File: config.mk
export PLATFORM = sky130hd
export DESIGN_NAME = klingon_b
export DESIGN_NICKNAME = d
export VERILOG_FILES = /design/src/rtl/klingon_b.sv
export SDC_FILE = /design/constraint.sdc
export NUM_CORES = 1
export LEC_CHECK = 0
export CORE_MARGIN = 2
export CORE_UTILIZATION = 30
export CTS_CLUSTER_SIZE = 14
export DETAILED_ROUTE_END_ITERATION = 7
export PLACE_DENSITY = 0.61
export SKIP_CTS_REPAIR_TIMING = 1
export SYNTH_ARGS = -nofsm -noshare
export SYNTH_HDL_FRONTEND = slang
export SYNTH_SLANG_ARGS = --single-unit
File: constraint.sdc
create_clock -name clk -period 0.95 [get_ports clk]
set_input_delay 0.1425 -clock clk [delete_from_list [all_inputs] [get_ports clk]]
set_output_delay 0.1425 -clock clk [all_outputs]
set_load 0.02 [all_outputs]
File: src/rtl/klingon_b.sv
// klingon_b: registered 7-segment decoder for the "Klingon" numeral style,
// variant b. Maps a 4-bit digit code to a fixed custom glyph. The output is
// registered, so the segment lines change only on clock edges and cannot
// glitch.
//
// Ports:
//   clk    in   1  system clock, rising edge
//   reset  in   1  synchronous, active-high; blanks the display (out = 7'h00)
//   in     in   4  digit code; 0-9 valid, 10-15 show the error glyph
//   out    out  7  segments, active-high: out[6]=a b c d e f out[0]=g
module klingon_b (
  input  logic       clk,
  input  logic       reset,
  input  logic [3:0] in,
  output logic [6:0] out
);

  logic [6:0] glyph;
  logic [6:0] out_d;
  logic [6:0] out_q;

  // Full case with a default, so the decode stays combinational for every
  // code. Codes 10-15 all share the three-bar error glyph (a, d, g).
  always_comb begin
    glyph = 7'h49;
    unique case (in)
      4'd0:    glyph = 7'h1D;
      4'd1:    glyph = 7'h30;
      4'd2:    glyph = 7'h36;
      4'd3:    glyph = 7'h79;
      4'd4:    glyph = 7'h4E;
      4'd5:    glyph = 7'h5B;
      4'd6:    glyph = 7'h67;
      4'd7:    glyph = 7'h0F;
      4'd8:    glyph = 7'h7E;
      4'd9:    glyph = 7'h3F;
      default: glyph = 7'h49;
    endcase
  end

  // Reset takes priority over the decoded glyph on the same edge.
  always_comb begin
    out_d = glyph;
    if (reset) begin
      out_d = '0;
    end
  end

  always_ff @(posedge clk) begin
    out_q <= out_d;
  end

  assign out = out_q;

endmodule

==> flow_metrics.py, run 1 <==
metrics = {
    "status": {
        "run_status": "finished, violations left",
        "failed_checks": "negative setup slack",
    },
    "global_route": {
        "track_usage_pct": 13.6,
        "grt_max_degree": 9,
        "grt_pass1_vias": 400,
        "antenna_found_initial": 0,
        "grt_overflow": 0,
        "grt_pass1_wl_mm": 1.81,
    },
    "setup_path": {
        "crit_arrival_ns": 1.11,
        "worstPathRequired_ns": 1.09,
        "critPathCaptureType": "flip-flop",
        "crit_type": "primary input to flip-flop",
        "start_kind": "primary input",
        "cp_max_fo": 8,
    },
    "sta": {
        "max_slew_margin_pct": 83.0,
        "tightest_slew_ns": 0.254,
        "period_needed_ns": 0.969,
        "max_freq_mhz": 1030,
        "fin_setup_tns_ns": -0.0194,
        "rsz0062_at_grt": "true",
        "finalMaxSlewViolations": 0,
        "hold_viol": 0,
        "finalSetupViolations": 1,
        "fin_ws_ns": -0.0194,
        "post-route-period-util_pct": 102,
    },
    "hold_path": {
        "hp-start": "in[2]",
        "hold_depth": 3,
        "min_delay_worst_endpoint": "out[1]",
        "hold_class": "primary input to flip-flop",
    },
    "synthesis": {
        "synth_ff_type": "dfxtp_1",
        "synth_seq_area_share_pct": 30.7,
        "synth_top_cell_area_share_pct": 30.7,
        "synth_area_per_cell_um2": 10.4,
        "yosys.area.top_type": "dfxtp_1",
        "synth_cell_type_count": 22,
        "synth_cells": 44,
        "synth.cell_area_um2": 457,
        "synth-edff-count": 0,
        "ys.warnings.count": 0,
        "syn_nets": 58,
        "synth-seq-cells": 7,
        "postSynth.asyncResetShare_pct": 0,
        "netlist_top_cells_area": "dfxtp_1 31%, ha_1 22%, buf_6 4.9%",
    },
    "cts": {
        "clockBufferDepth": 2,
        "ctsHtreeMaxLevel": 1,
        "clock-root-buffer": "clkbuf_4",
        "path_clk_slew_ns": 0.06,
        "cts_made_buffers": 3,
        "clock_sink_count": 7,
        "cts_tree": "yes",
    },
    "run": {
        "maxCapViolations": 0,
    },
    "detailed_routing": {
        "vias": 397,
        "detail-route-antenna-nets": 0,
        "dr.pass1.iters": 3,
        "drc": 0,
        "vias_per_cell": 4.51,
        "wire_per_inst_um": 11.1,
        "drt-initial-drc-count": 1,
        "routed_wl_um": 980,
    },
    "finish": {
        "final_common_cell": "buf_4",
        "antenna_cells": 0,
        "drive_gt1_share_pct": 43.1,
        "largest_reg_flops": 7,
        "final_cell_mix": "13 x buf_4, 8 x dlymetal6s2s_1, 7 x ha_1, 7 x dfxtp_1",
        "syn2layout_area_growth_pct": 59.5,
        "fin_nets": 87,
    },
    "floorplanning": {
        "pin_count": 13,
        "start_util_pct": 31.0,
        "core_um2": 1470,
        "die_area_um2": 1850,
        "die_w_um": 43.0,
        "die_h_um": 43.0,
        "rows": 14,
    },
    "power": {
        "p_per_area_nw_per_um2": 1150,
        "finalPower_w": 0.000835,
        "peakVddDrop_mv": 0.519,
        "cellLeakagePower_nw": 0.427,
    },
    "placed_design": {
        "port_buffers": 12,
        "hpwl_um": 743,
        "gp_congestion": 0.786,
    },
}
[per-stage QoR]
step | instances | instance area [um2] | setup slack [ns] | utilization [%] | hold WS, ns
6_report | 88 | 728 | -0.0194 | 49.5 | 0.332
3_5_place_dp | 84 | 683 | -0.649 | 46.4 | 0.866
4_1_cts | 88 | 709 | -0.383 | 48.2 | 0.607
5_1_grt | 88 | 728 | -0.0354 | 49.5 | 0.362
2_1_floorplan | 44 | 457 | -0.0815 | - | 0.324
3_3_place_gp | 84 | 683 | -0.610 | 46.4 | 0.873
[critical path: stages]
cell            delay [ns]
dlymetal6s2s_1        0.15
buf_6                 0.14
ha_2                  0.17
or3_1                 0.31
a32o_1                0.20
[cell type report]
cell class	count	area, um2
Clock buffer	4	26.3
Fill cell	142	743
Inverter	4	15.0
Multi-Input combinational cell	30	282
Sequential cell	7	140
Tap cell	16	20.0
Timing Repair Buffer	27	245
[routing by layer]
layer	part of all wire [%]	wire length, um	global-route usage (%)	vias to the layer above
met4	2.8	27	10.9	0
met3	4.5	44	2.55	2
li1	-	-	-	206
met2	45	440	20.3	11
met1	48	469	16.8	178
met5	0	0	0	-
[report_power, final]
group | internal [W] | switching (W) | total, W
clock | 0.000161 | 0.000118 | 0.000279
sequential | 0.000316 | 0.00000472 | 0.000320
combinational | 0.000124 | 0.000111 | 0.000236
total | 0.000601 | 0.000234 | 0.000835
[how the worst max path moves through the flow]
| stage | from | end | depth (start not counted) |
|---|---|---|---|
| finish | in[1] | out[2] | 5 |
| global route | in[1] | out[2] | 5 |
| CTS | in[0] | out[2] | 5 |
| detailed placement | in[0] | out[2] | 5 |
| global placement | in[0] | out[2] | 5 |
| floorplan | in[1] | out[2] | 4 |
[logic make-up after synthesis]
| logic type | share of synthesized area, % |
|---|---|
| AO/OA/AOI/OAI | 21.6 |
| AND/OR/NAND/NOR | 12.3 |
| flip-flops | 30.7 |
| buffers and inverters | 9.04 |
| multiplexers | 2.47 |
| adder cells (fa/ha/maj) | 21.9 |
| XOR/XNOR | 1.92 |
[Yosys cell counts, types with 2 or more instances]
cell type / instances
ha_1: 8
dfxtp_1: 7
inv_1: 4
a21oi_1: 3
buf_6: 2
nand2b_2: 2
nor2_1: 2
o21bai_1: 2
No activity file was read; power rests on OpenSTA's default activity.
==> run 2: changes to the inputs <==
--- a/config.mk
+++ b/config.mk
@@ -9,7 +9,8 @@
 export CORE_UTILIZATION = 30
 export CTS_CLUSTER_SIZE = 14
 export DETAILED_ROUTE_END_ITERATION = 7
-export PLACE_DENSITY = 0.61
+export DONT_BUFFER_PORTS = 1
+export PLACE_DENSITY = 0.48
 export SKIP_CTS_REPAIR_TIMING = 1
 export SYNTH_ARGS = -nofsm -noshare
 export SYNTH_HDL_FRONTEND = slang
==> constraint.sdc (replaced) <==
create_clock -name clk -period 1 [get_ports clk]
set_input_delay 0.15 -clock clk [delete_from_list [all_inputs] [get_ports clk]]
set_output_delay 0.15 -clock clk [all_outputs]
set_load 0.02 [all_outputs]
==> run 2 against run 1 <==
The flow now finishes without violations; largest cell class unchanged; via count decreased by 17%; clock-buffer cell count unchanged; highest routed layer unchanged; critical path type unchanged; non-clock buffer count decreased by 23.
==> flow_metrics.py, run 2 (same netlist as run 1, synthesis figures left out) <==
metrics = {
    "cts": {
        "path_clk_slew_ns": 0.05,
        "clockBufferDepth": 2,
        "clock-root-buffer": "clkbuf_4",
        "ctsHtreeMaxLevel": 1,
        "cts_tree": "yes",
        "clock_sink_count": 7,
        "cts_made_buffers": 3,
    },
    "setup_path": {
        "critPathCaptureType": "flip-flop",
        "worstPathRequired_ns": 1.16,
        "cpMaxStageDelayCell": "dlygate4sd3_1",
        "crit_type": "primary input to flip-flop",
        "crit_arrival_ns": 1.01,
        "worst_path_dominant_cell_family": "buffers and inverters",
        "start_kind": "primary input",
        "slowest_delay_ns": 0.63,
        "critPathBufInv": 1,
        "cp_max_fo": 5,
        "worstPathCellList": "dlygate4sd3_1 > a221oi_1",
    },
    "finish": {
        "final_cell_mix": "8 x ha_1, 7 x dfxtp_1, 4 x inv_1",
        "largest_reg_flops": 7,
        "antenna_cells": 0,
        "fin_nets": 64,
        "syn2layout_area_growth_pct": 11.5,
        "drive_gt1_share_pct": 24.5,
        "fillers": 170,
        "final_common_cell": "ha_1",
        "fin_util_pct": 34.6,
    },
    "detailed_routing": {
        "drt-initial-drc-count": 3,
        "routed_wl_um": 911,
        "detail-route-antenna-nets": 0,
        "vias_per_cell": 5.09,
        "dr.pass1.iters": 4,
        "drc": 0,
        "wire_per_inst_um": 14.0,
        "vias": 331,
    },
    "global_route": {
        "grt_pass1_wl_mm": 1.49,
        "grt_pass1_vias": 337,
        "grt_max_degree": 15,
        "antenna_found_initial": 0,
        "track_usage_pct": 11.1,
        "grt_overflow": 0,
    },
    "floorplanning": {
        "die_h_um": 43.0,
        "die_area_um2": 1850,
        "start_util_pct": 31.0,
        "rows": 14,
        "pin_count": 13,
        "die_w_um": 43.0,
        "core_um2": 1470,
    },
    "sta": {
        "max_freq_mhz": 1170,
        "fin_setup_tns_ns": 0,
        "tightest_slew_ns": 0.240,
        "finalSetupViolations": 0,
        "period_needed_ns": 0.854,
        "max_slew_margin_pct": 84.0,
        "finalMaxSlewViolations": 0,
        "fin_ws_ns": 0.146,
        "rsz0062_at_grt": "false",
        "hold_viol": 0,
        "post-route-period-util_pct": 85.4,
    },
    "hold_path": {
        "hold_class": "primary input to flip-flop",
        "hold_depth": 1,
        "min_delay_worst_endpoint": "out[2]",
        "hp-start": "in[2]",
    },
    "power": {
        "p_per_area_nw_per_um2": 1350,
        "peakVddDrop_mv": 0.349,
        "cellLeakagePower_nw": 0.238,
    },
    "placed_design": {
        "port_buffers": 0,
        "preCtsSetupSlack_ns": -0.0945,
        "gp_congestion": 0.719,
        "hpwl_um": 652,
    },
    "status": {
        "run_status": "completed",
    },
    "run": {
        "maxCapViolations": 0,
    },
}
run 2: worst max-delay path by stage:
| stage | to | startpoint | slack, ns | cells past startpoint |
|---|---|---|---|---|
| after detailed placement | out[2] | in[1] | -0.09 | 4 |
| after CTS | out[2] | out[2] | 0.15 | 0 |
| final | out[0] | reset | 0.15 | 2 |
| after global routing | out[0] | reset | 0.04 | 2 |
| after global placement | out[2] | in[1] | -0.06 | 4 |
| after floorplan | out[2] | in[1] | -0.04 | 4 |
run 2: layout make-up:
type	instances	area [um2]	share of cell area, %
flip-flops and latches	7	140	27.5
well taps	16	20.0	3.93
repair buffers	4	32.5	6.39
inverters	4	15.0	2.95
multi-input cells	30	275	54.1
clock buffers	4	26.3	5.16
run 2: layer usage:
layer / vias up / wire length (um) / global-route usage, %
met5: - / 0 / 0
li1: 163 / - / -
met3: 2 / 42 / 2.13
met1: 154 / 415 / 12.4
met2: 12 / 435 / 17.9
met4: 0 / 18 / 9.09
run 2: per-stage QoR:
stage / hold WS [ns] / area [um2] / total power [W] / instances
final: 0.0562 / 509 / 0.000686 / 65
after global routing: 0.0581 / 509 / 0.000728 / 65
after global placement: 0.222 / 473 / 0.000421 / 60
after detailed placement: 0.222 / 473 / 0.000424 / 60
after floorplan: 0.332 / 457 / 0.000421 / 44
after CTS: -0.0532 / 499 / 0.000695 / 64
run 2: power breakdown:
part / switching [W] / internal, W / total, W
Sequential: 0.0000334 / 0.000301 / 0.000334
Clock: 0.000112 / 0.000153 / 0.000265
Combinational: 0.0000364 / 0.0000512 / 0.0000876
